==> src/rtl/reset_sequencer.sv <==
// Power-on/domain reset sequencer: holds all stage resets low, waits for PLL locks, then releases
// stages 0..NUM_STAGES-1 in order STAGE_DELAY cycles apart; sticky per-PLL lock-lost flags.
module reset_sequencer #(
    parameter int NUM_STAGES   = 3,
    parameter int STAGE_DELAY  = 8,
    parameter int CNT_W        = 4,
    parameter int NUM_LOCKS    = 3,
    parameter bit REQUIRE_LOCK = 1'b1
) (
    input  logic                  clk27,
    input  logic                  reset_n,
    input  logic [NUM_LOCKS-1:0]  lock_in,
    input  logic                  sw_rst_req,
    input  logic                  clr_lost,
    output logic [NUM_STAGES-1:0] rst_n_out,
    output logic [NUM_LOCKS-1:0]  lock_lost,
    output logic                  seq_done,
    output logic [1:0]            state
);

    localparam int IDX_W = $clog2(NUM_STAGES) + 1;
    localparam logic [CNT_W-1:0] CNT_LAST = CNT_W'(STAGE_DELAY - 1);
    localparam logic [IDX_W-1:0] IDX_LAST = IDX_W'(NUM_STAGES - 1);

    typedef enum logic [1:0] {
        ST_HOLD      = 2'd0,
        ST_WAIT_LOCK = 2'd1,
        ST_RELEASE   = 2'd2,
        ST_RUN       = 2'd3
    } state_t;

    state_t                r_state;
    logic [CNT_W-1:0]      r_cnt;
    logic [IDX_W-1:0]      r_idx;
    logic [NUM_STAGES-1:0] r_rst_n;
    logic                  r_seq_done;
    logic [NUM_LOCKS-1:0]  r_lock_lost;
    logic [NUM_LOCKS-1:0]  r_sync1;
    logic [NUM_LOCKS-1:0]  r_lk;
    logic [NUM_LOCKS-1:0]  r_lk_d;

    logic                  w_all_lk;
    logic                  w_all_lk_d;
    logic                  w_active;
    logic                  w_lock_drop;
    logic                  w_restart;
    logic                  w_cnt_last;
    logic                  w_idx_last;
    logic [NUM_LOCKS-1:0]  w_lk_fall;
    logic [NUM_STAGES-1:0] w_rel_mask;

    // lk_d is the previous synchronised lock level, used for falling-edge detection
    always_ff @(posedge clk27 or negedge reset_n) begin
        if (!reset_n) begin
            r_sync1 <= '0;
            r_lk    <= '0;
            r_lk_d  <= '0;
        end else begin
            r_sync1 <= lock_in;
            r_lk    <= r_sync1;
            r_lk_d  <= r_lk;
        end
    end

    assign w_all_lk    = REQUIRE_LOCK ? (&r_lk)   : 1'b1;
    assign w_all_lk_d  = REQUIRE_LOCK ? (&r_lk_d) : 1'b1;
    assign w_active    = (r_state == ST_RELEASE) || (r_state == ST_RUN);
    assign w_lock_drop = REQUIRE_LOCK && w_active && w_all_lk_d && !w_all_lk;
    assign w_restart   = sw_rst_req || w_lock_drop;
    assign w_cnt_last  = (r_cnt == CNT_LAST);
    assign w_idx_last  = (r_idx == IDX_LAST);
    assign w_lk_fall   = r_lk_d & ~r_lk;

    always_comb begin
        w_rel_mask = '0;
        for (int k = 0; k < NUM_STAGES; k++) begin
            if (r_idx == IDX_W'(k)) w_rel_mask[k] = 1'b1;
        end
    end

    always_ff @(posedge clk27 or negedge reset_n) begin
        if (!reset_n) begin
            r_state    <= ST_HOLD;
            r_cnt      <= '0;
            r_idx      <= '0;
            r_rst_n    <= '0;
            r_seq_done <= 1'b0;
        end else if (w_restart) begin
            r_state    <= ST_HOLD;
            r_cnt      <= '0;
            r_idx      <= '0;
            r_rst_n    <= '0;
            r_seq_done <= 1'b0;
        end else begin
            case (r_state)
                ST_HOLD: begin
                    r_rst_n <= '0;
                    if (w_cnt_last) begin
                        r_cnt   <= '0;
                        r_state <= ST_WAIT_LOCK;
                    end else begin
                        r_cnt <= r_cnt + 1'b1;
                    end
                end
                ST_WAIT_LOCK: begin
                    r_rst_n <= '0;
                    if (w_all_lk) begin
                        r_cnt   <= '0;
                        r_idx   <= '0;
                        r_state <= ST_RELEASE;
                    end
                end
                ST_RELEASE: begin
                    if (w_cnt_last) begin
                        r_cnt   <= '0;
                        r_idx   <= r_idx + 1'b1;
                        r_rst_n <= r_rst_n | w_rel_mask;
                        if (w_idx_last) begin
                            r_state    <= ST_RUN;
                            r_seq_done <= 1'b1;
                        end
                    end else begin
                        r_cnt <= r_cnt + 1'b1;
                    end
                end
                ST_RUN: begin
                    r_rst_n    <= '1;
                    r_seq_done <= 1'b1;
                end
                default: begin
                    r_state <= ST_HOLD;
                end
            endcase
        end
    end

    // A new loss on the same cycle as a clear must survive, so the set term is ORed after clearing
    always_ff @(posedge clk27 or negedge reset_n) begin
        if (!reset_n) begin
            r_lock_lost <= '0;
        end else begin
            r_lock_lost <= (clr_lost ? '0 : r_lock_lost) | (w_active ? w_lk_fall : '0);
        end
    end

    assign rst_n_out = r_rst_n;
    assign lock_lost = r_lock_lost;
    assign seq_done  = r_seq_done;
    assign state     = r_state;

endmodule

==> config.mk <==
export PLATFORM = sky130hd
export DESIGN_NAME = reset_sequencer
export DESIGN_NICKNAME = d
export VERILOG_FILES = /design/src/rtl/reset_sequencer.sv
export SDC_FILE = /design/constraint.sdc
export NUM_CORES = 1
export LEC_CHECK = 0
export CAP_MARGIN = 10
export CORE_MARGIN = 3
export CORE_UTILIZATION = 45
export DETAILED_ROUTE_END_ITERATION = 10
export GPL_TIMING_DRIVEN = 0
export PLACE_DENSITY = 0.7
export SLEW_MARGIN = 10
export SYNTH_ARGS = -nofsm -noshare
export SYNTH_HDL_FRONTEND = slang
export SYNTH_SLANG_ARGS = --single-unit
==> constraint.sdc <==
create_clock -name clk27 -period 3.4 [get_ports clk27]
set_input_delay 0.68 -clock clk27 [delete_from_list [all_inputs] [get_ports clk27]]
set_output_delay 0.68 -clock clk27 [all_outputs]
set_load 0.01 [all_outputs]
After elaboration in Yosys (flattened, before gate mapping)
Cells that the tools add are included.

Logic and storage cells: 70. Bits in registers: 25.

Add/sub/neg operators: 2. Bitwise logic cells: 4. Mux-type cells: 26. Reductions and logical operators: 19. Eq/ne operators: 10.

Operators by type and width (number): 3-bit two-way mux (7); 4-bit two-way mux (3); 3-bit inequality test (second input constant) (4); 3-bit AND reduction (4); 2-bit two-way mux (5); 3-bit case mux with 3 select lines (1); 3-bit nonzero test (3); 4-bit case mux with 2 select lines (1); 1-bit two-way mux (6); 3-bit bitwise OR (2); 2-bit case mux with 3 select lines (1); 3-bit case mux with 2 select lines (1); 5-bit AND reduction (1); 4-bit by 1-bit adder with 4-bit output (second input constant) (1); 2-bit == test (second input constant) (2); 4-bit by 3-bit == test with 1-bit output (second input constant) (1); 4-bit nonzero test (1); 2-bit OR reduction (2); 3-bit by 1-bit adder with 3-bit output (second input constant) (1); 3-bit AND (1); 3-bit by 1-bit == test with 1-bit output (second input constant) (1); 3-bit by 2-bit == test with 1-bit output (second input constant) (1); 3-bit logical NOT (1); 3-bit inverter (1); other kinds (7) (9).

Longest topological paths before layout
Word-level depth: 7. Depth in mapped cells: 7. Depth with buffers taken out: 6.

Worst setup path after synthesis
OpenSTA, ideal clock, no wires.

Kind: reg2reg. From: register r_state[0], in the netlist state[0]. To: register r_state[0], in the netlist state[0]. Required time: 3.274 ns. Stages on the path, launching flop included: 8. Arrival time: 1.566 ns. Setup slack: 1.708 ns. Path through: dfrtp_1 > inv_1 > ha_1 > buf_6 > or2_4 > a22oi_1 > o22ai_1 > o2bb2ai_1.

Longest elaborated chain between the ends: 7. Elaborated cells on any way between the ends: 16. Those cells by class: eq/ne: 7; mux: 2; reduce/logical: 7.

RTL lines: start: declaration (RTL line 32) `state_t r_state;`; start signal: assignment (RTL line 83) `r_state <= ST_HOLD;`; start signal: assignment (RTL line 89) `r_state <= ST_HOLD;`; start signal: assignment (RTL line 100) `r_state <= ST_WAIT_LOCK;`; 2-bit == test, on equally long branches (RTL line 67, 95); 1-bit logical OR (RTL line 67) `assign w_active = (r_state == ST_RELEASE) || (r_state == ST_RUN);`; 1-bit logical AND (2 in series) (RTL line 68) `assign w_lock_drop = REQUIRE_LOCK && w_active && w_all_lk_d && !w_all_lk;`; 1-bit logical OR (RTL line 69) `assign w_restart = sw_rst_req || w_lock_drop;`; 3-bit inequality test (no line) / 4-bit nonzero test (equally long branches); 5-bit AND reduction (no line).

Parallel ways exist; a longest one is shown, timed or not. A chain may end at the register's enable or synchronous reset.

Worst setup path after layout
From: register r_state[0], in the netlist state[0]. To: output state[0].

RTL lines: end: declaration (RTL line 18) `output logic [1:0] state`.

No word-level cell between the ends.

==> results.md <==
Clocking:
- In this run, CTS created clock tree buffers numbering 3.
- The clock latency reported for the late side of the worst-skew pair is 0.32 ns.
- In this run the post-CTS setup repair buffer count came out at 0.
- TritonCTS built the clock tree.
- The post-cts hold buffer count is 0.
- Clock-pin slew was measured on the worst setup and hold paths at 0.14 ns.
- The longest clock path from root to sink contains 2 buffers.
- The clock sink count is 25.
- The CTS root buffer is sky130_fd_sc_hd__clkbuf_4.
- The level count of the clock H-tree is 1.
- The total of cells resized after clock tree synthesis is 0.

Timing:
- Between clock sinks in the finished design, the worst skew comes to 0.00516 ns.
- The final number of max-transition violations is 0.
- Setup repair after global routing left no endpoint under its margin.
- The final number of hold-violating endpoints is 0.
- The final setup TNS is 0 ns.
- For this run, the top clock speed supported by timing is 0.491 GHz.
- The headroom to the max-slew limit is 27.1%.
- Setup violations remaining at the end of the flow were counted as 0.
- The fraction of the cycle the final worst path needs is 59.9%.
- The routed design could run at a clock period as short as 2.04 ns.
- The pin slew with the least headroom to its limit is 1.09 ns.

Setup path:
- For this run, the slowest stage of the critical path takes 0.57 ns.
- Data arrives at the worst endpoint at 1.36 ns.
- The sort of element at the start of the critical path is a flip-flop.
- The critical path goes through clkdlybuf4s50_1.
- The slowest cell on the critical path is sky130_fd_sc_hd__clkdlybuf4s50_1.
- STA classifies the critical path endpoint as an output port.
- Of all nets on the critical path, the largest fanout is 6.
- Grouping stages by cell kind, the critical path spends the most delay in buffers and inverters.
- STA puts the critical path data required time at 2.72 ns.
- The critical path is of the reg -> out type.
- Together, buffers and inverters on the worst path number 1.

Cells and area:
- The footprint of the flip-flops and latches is 626 um2.
- The layout has 227 filler cells.
- The non-filler instance count after layout is 162.
- The multi-input combinational cells in the finished layout cover a total of 551 um2.
- With fillers left out, the area of the finished cells amounts to 0.00145 mm2.
- The number of antenna diodes in the final layout is 0.
- The area growth from synthesis to layout is 17.6%.
- Cells with a size suffix above 1 make up 10.6% of the layout.
- After the last flow step, the layout net total stands at 149.

Logic synthesis:
- Yosys printed 0 warnings.
- Sorting the synthesized cells by how often they occur yields 25 x sky130_fd_sc_hd__dfrtp_1, 12 x sky130_fd_sc_hd__inv_1, 9 x sky130_fd_sc_hd__ha_1.
- Of all cell types, the one taking the most synthesized area is sky130_fd_sc_hd__dfrtp_1.
- After synthesis, the largest area contributor takes up 50.6% of total cell area.
- The number of enable-type register cells in the synthesized netlist is 0.
- After synthesis, the share of flip-flops with an asynchronous set or reset is 100%.
- In the post-synthesis netlist, the biggest area contributors are sky130_fd_sc_hd__dfrtp_1 51%, sky130_fd_sc_hd__ha_1 9.1%, sky130_fd_sc_hd__inv_1 3.6%, sky130_fd_sc_hd__a21oi_1 2.8%, sky130_fd_sc_hd__o21ai_0 2.0%.
- The synthesized netlist occupies a cell area of 0.00124 mm2.
- The number of unique standard cell types used by synthesis is 40.
- Synthesis produced a netlist with a net count of 129.
- The main flop type after synthesis is sky130_fd_sc_hd__dfrtp_1.
- The number of standard cells after synthesis is 113.
- The most instantiated library cell after synthesis is sky130_fd_sc_hd__dfrtp_1.
- The synthesized flop and latch total is 25.
- The share of the Yosys chip area taken by registers is 50.6%.
- The synthesized area per cell is 10.9 um2.

Power and ir drop:
- The largest voltage drop on the vdd net is 0.245 mV.
- Summed over all cells, the static leakage comes to 0.650 nW.
- Summing internal, switching and leakage power gives 0.599 mW.
- The power per unit of standard cell area is 412 mW/mm2.

Route:
- Using the TritonRoute via totals, the vias-per-cell ratio works out to 5.73.
- In the routed design, unresolved DRC markers number 0.
- After detailed routing, the average wire length per cell comes to 14.7 um.
- The sum of met3 wire segment lengths after detailed routing is 93 um.
- The count of nets left with antenna violations once routing finished came out at 0.
- The detailed router's first-iteration violation count is 39.
- The highest signal layer in the routed design is met4.
- The met2 layer wire length in the routed design is 1110 um.
- The detailed router put a total of 1140 um of wire on met1.
- For this block, the via count after detailed routing is 928.
- The first detailed-routing pass took 5 iterations.
- After detailed routing, the total wire length is 2380 um.

Worst hold path:
- The type of the worst min-delay path is reg -> reg.

GRT:
- The wire length of the first global-routing pass is 4170 um.
- The number of antenna violations at the first check in global routing is 0.
- After global routing the overflow that remains totals 0.
- Global routing consumed, over all layers together, 15.7% of the routing resources.
- The number of global-route vias before repair is 983.
- The pin count of the biggest net entering global routing is 26.

Die:
- The core area is 0.00254 mm2.
- The count of boundary I/O pins is 16.
- The row count is 18.
- The floorplan step set the die width to 58.4 um.
- The die extent in y is 58.4 um.
- The floorplan step defined a die boundary enclosing 0.00341 mm2.
- The initial cell density of the core is 48.6%.

Placement:
- The cell area reported after detailed placement is 0.00142 mm2.
- In this run, placement finished with an instance count of 158.
- The weighted congestion reported at the end of routability-driven placement is 0.789.
- Buffers placed on the I/O ports in this run total 15.
- The placed wire-length estimate is 1790 um.

Job:
- Max-cap violations in this run came to 0.

Status:
- The run finished with clean final reports.
-- routing by layer --
metal | global-route usage (%) | up-vias
met2 | 25.7 | 22
met4 | 6.62 | 0
met5 | 0 | -
met3 | 2.19 | 4
li1 | - | 445
met1 | 20.8 | 457
-- cell families after synthesis --
family | after synthesis | share of synthesized area (%)
AND/OR/NAND/NOR | 28 | 13.7
flip-flops | 25 | 50.6
adder cells (fa/ha/maj) | 9 | 9.11
multiplexers | 1 | 0.911
buffers and inverters | 14 | 4.86
AO/OA/AOI/OAI | 36 | 20.9
-- worst register-to-register path: cells and delay by family (launching register included) --
family	cells	cell delay [ns]
AOI/OAI and AO/OA	2	0.58
adders and majority gates	1	0.22
buffers and inverters	3	0.32
DFF	1	0.47
muxes	1	0.20
-- through the flow --
stage / util [%] / setup slack [ns] / hold slack, ns
floorplan: - / 1.71 / 0.331
global placement: 55.9 / 1.38 / 0.333
detailed placement: 55.9 / 1.35 / 0.340
CTS: 57.1 / 1.35 / 0.372
global route: 57.1 / 1.31 / 0.377
finish: 57.1 / 1.36 / 0.371
-- layout by cell type, fill, tap and decap left out, drive strengths merged, types with 2 or more instances in the layout --
cell type / synthesis / final
a21oi: 7 / 7
a22o: 2 / 2
and2: 3 / 3
clkbuf: 0 / 3
clkdlybuf4s50: 0 / 15
dfrtp: 25 / 25
ha: 9 / 9
inv: 13 / 13
nand2: 6 / 6
nand3: 4 / 4
nand4: 2 / 2
nor2: 3 / 3
nor2b: 2 / 2
nor3b: 2 / 2
o211a: 2 / 2
o21ai: 7 / 7
o22ai: 4 / 4
o2bb2ai: 2 / 2
o32ai: 2 / 2
-- path summary, 6_finish.rpt --
check | startpoint | end | slack [ns] | cells past startpoint
worst max-delay path | state[0] | state[0] | 1.36 | 1
min in group asynchronous | reset_n | lock_lost[0] | 0.93 | 1
worst min-delay path | r_sync1[2] | r_lk[2] | 0.37 | 0
worst min register to register | r_sync1[2] | r_lk[2] | 0.37 | 0
worst max register to register | state[0] | r_idx[0] | 1.57 | 7
max in group asynchronous | reset_n | r_idx[1] | 1.82 | 1
-- cell type report --
type | instances | area share (%)
plain buffers | 1 | 0.775
clock buffers | 3 | 1.55
clock inverters | 1 | 0.516
inverters | 13 | 3.36
multi-input cells | 74 | 37.9
flip-flops and latches | 25 | 43.0
well taps | 30 | 2.58
repair buffers | 15 | 10.3
-- registers in the layout, summed over array words and instances, names as in the netlist --
| register | flops |
|---|---|
| r_lk_d | 3 |
| r_lk | 3 |
| lock_lost | 3 |
| rst_n_out | 3 |
| state | 2 |
| seq_done | 1 |
| r_cnt | 4 |
| r_idx | 3 |
| r_sync1 | 3 |
-- power by group --
part | switching (mW) | internal [mW]
Clock | 0.0910 | 0.0450
Sequential | 0.0208 | 0.318
Combinational | 0.0632 | 0.0608
Total | 0.175 | 0.424
No activity file was read; power rests on OpenSTA's default activity.
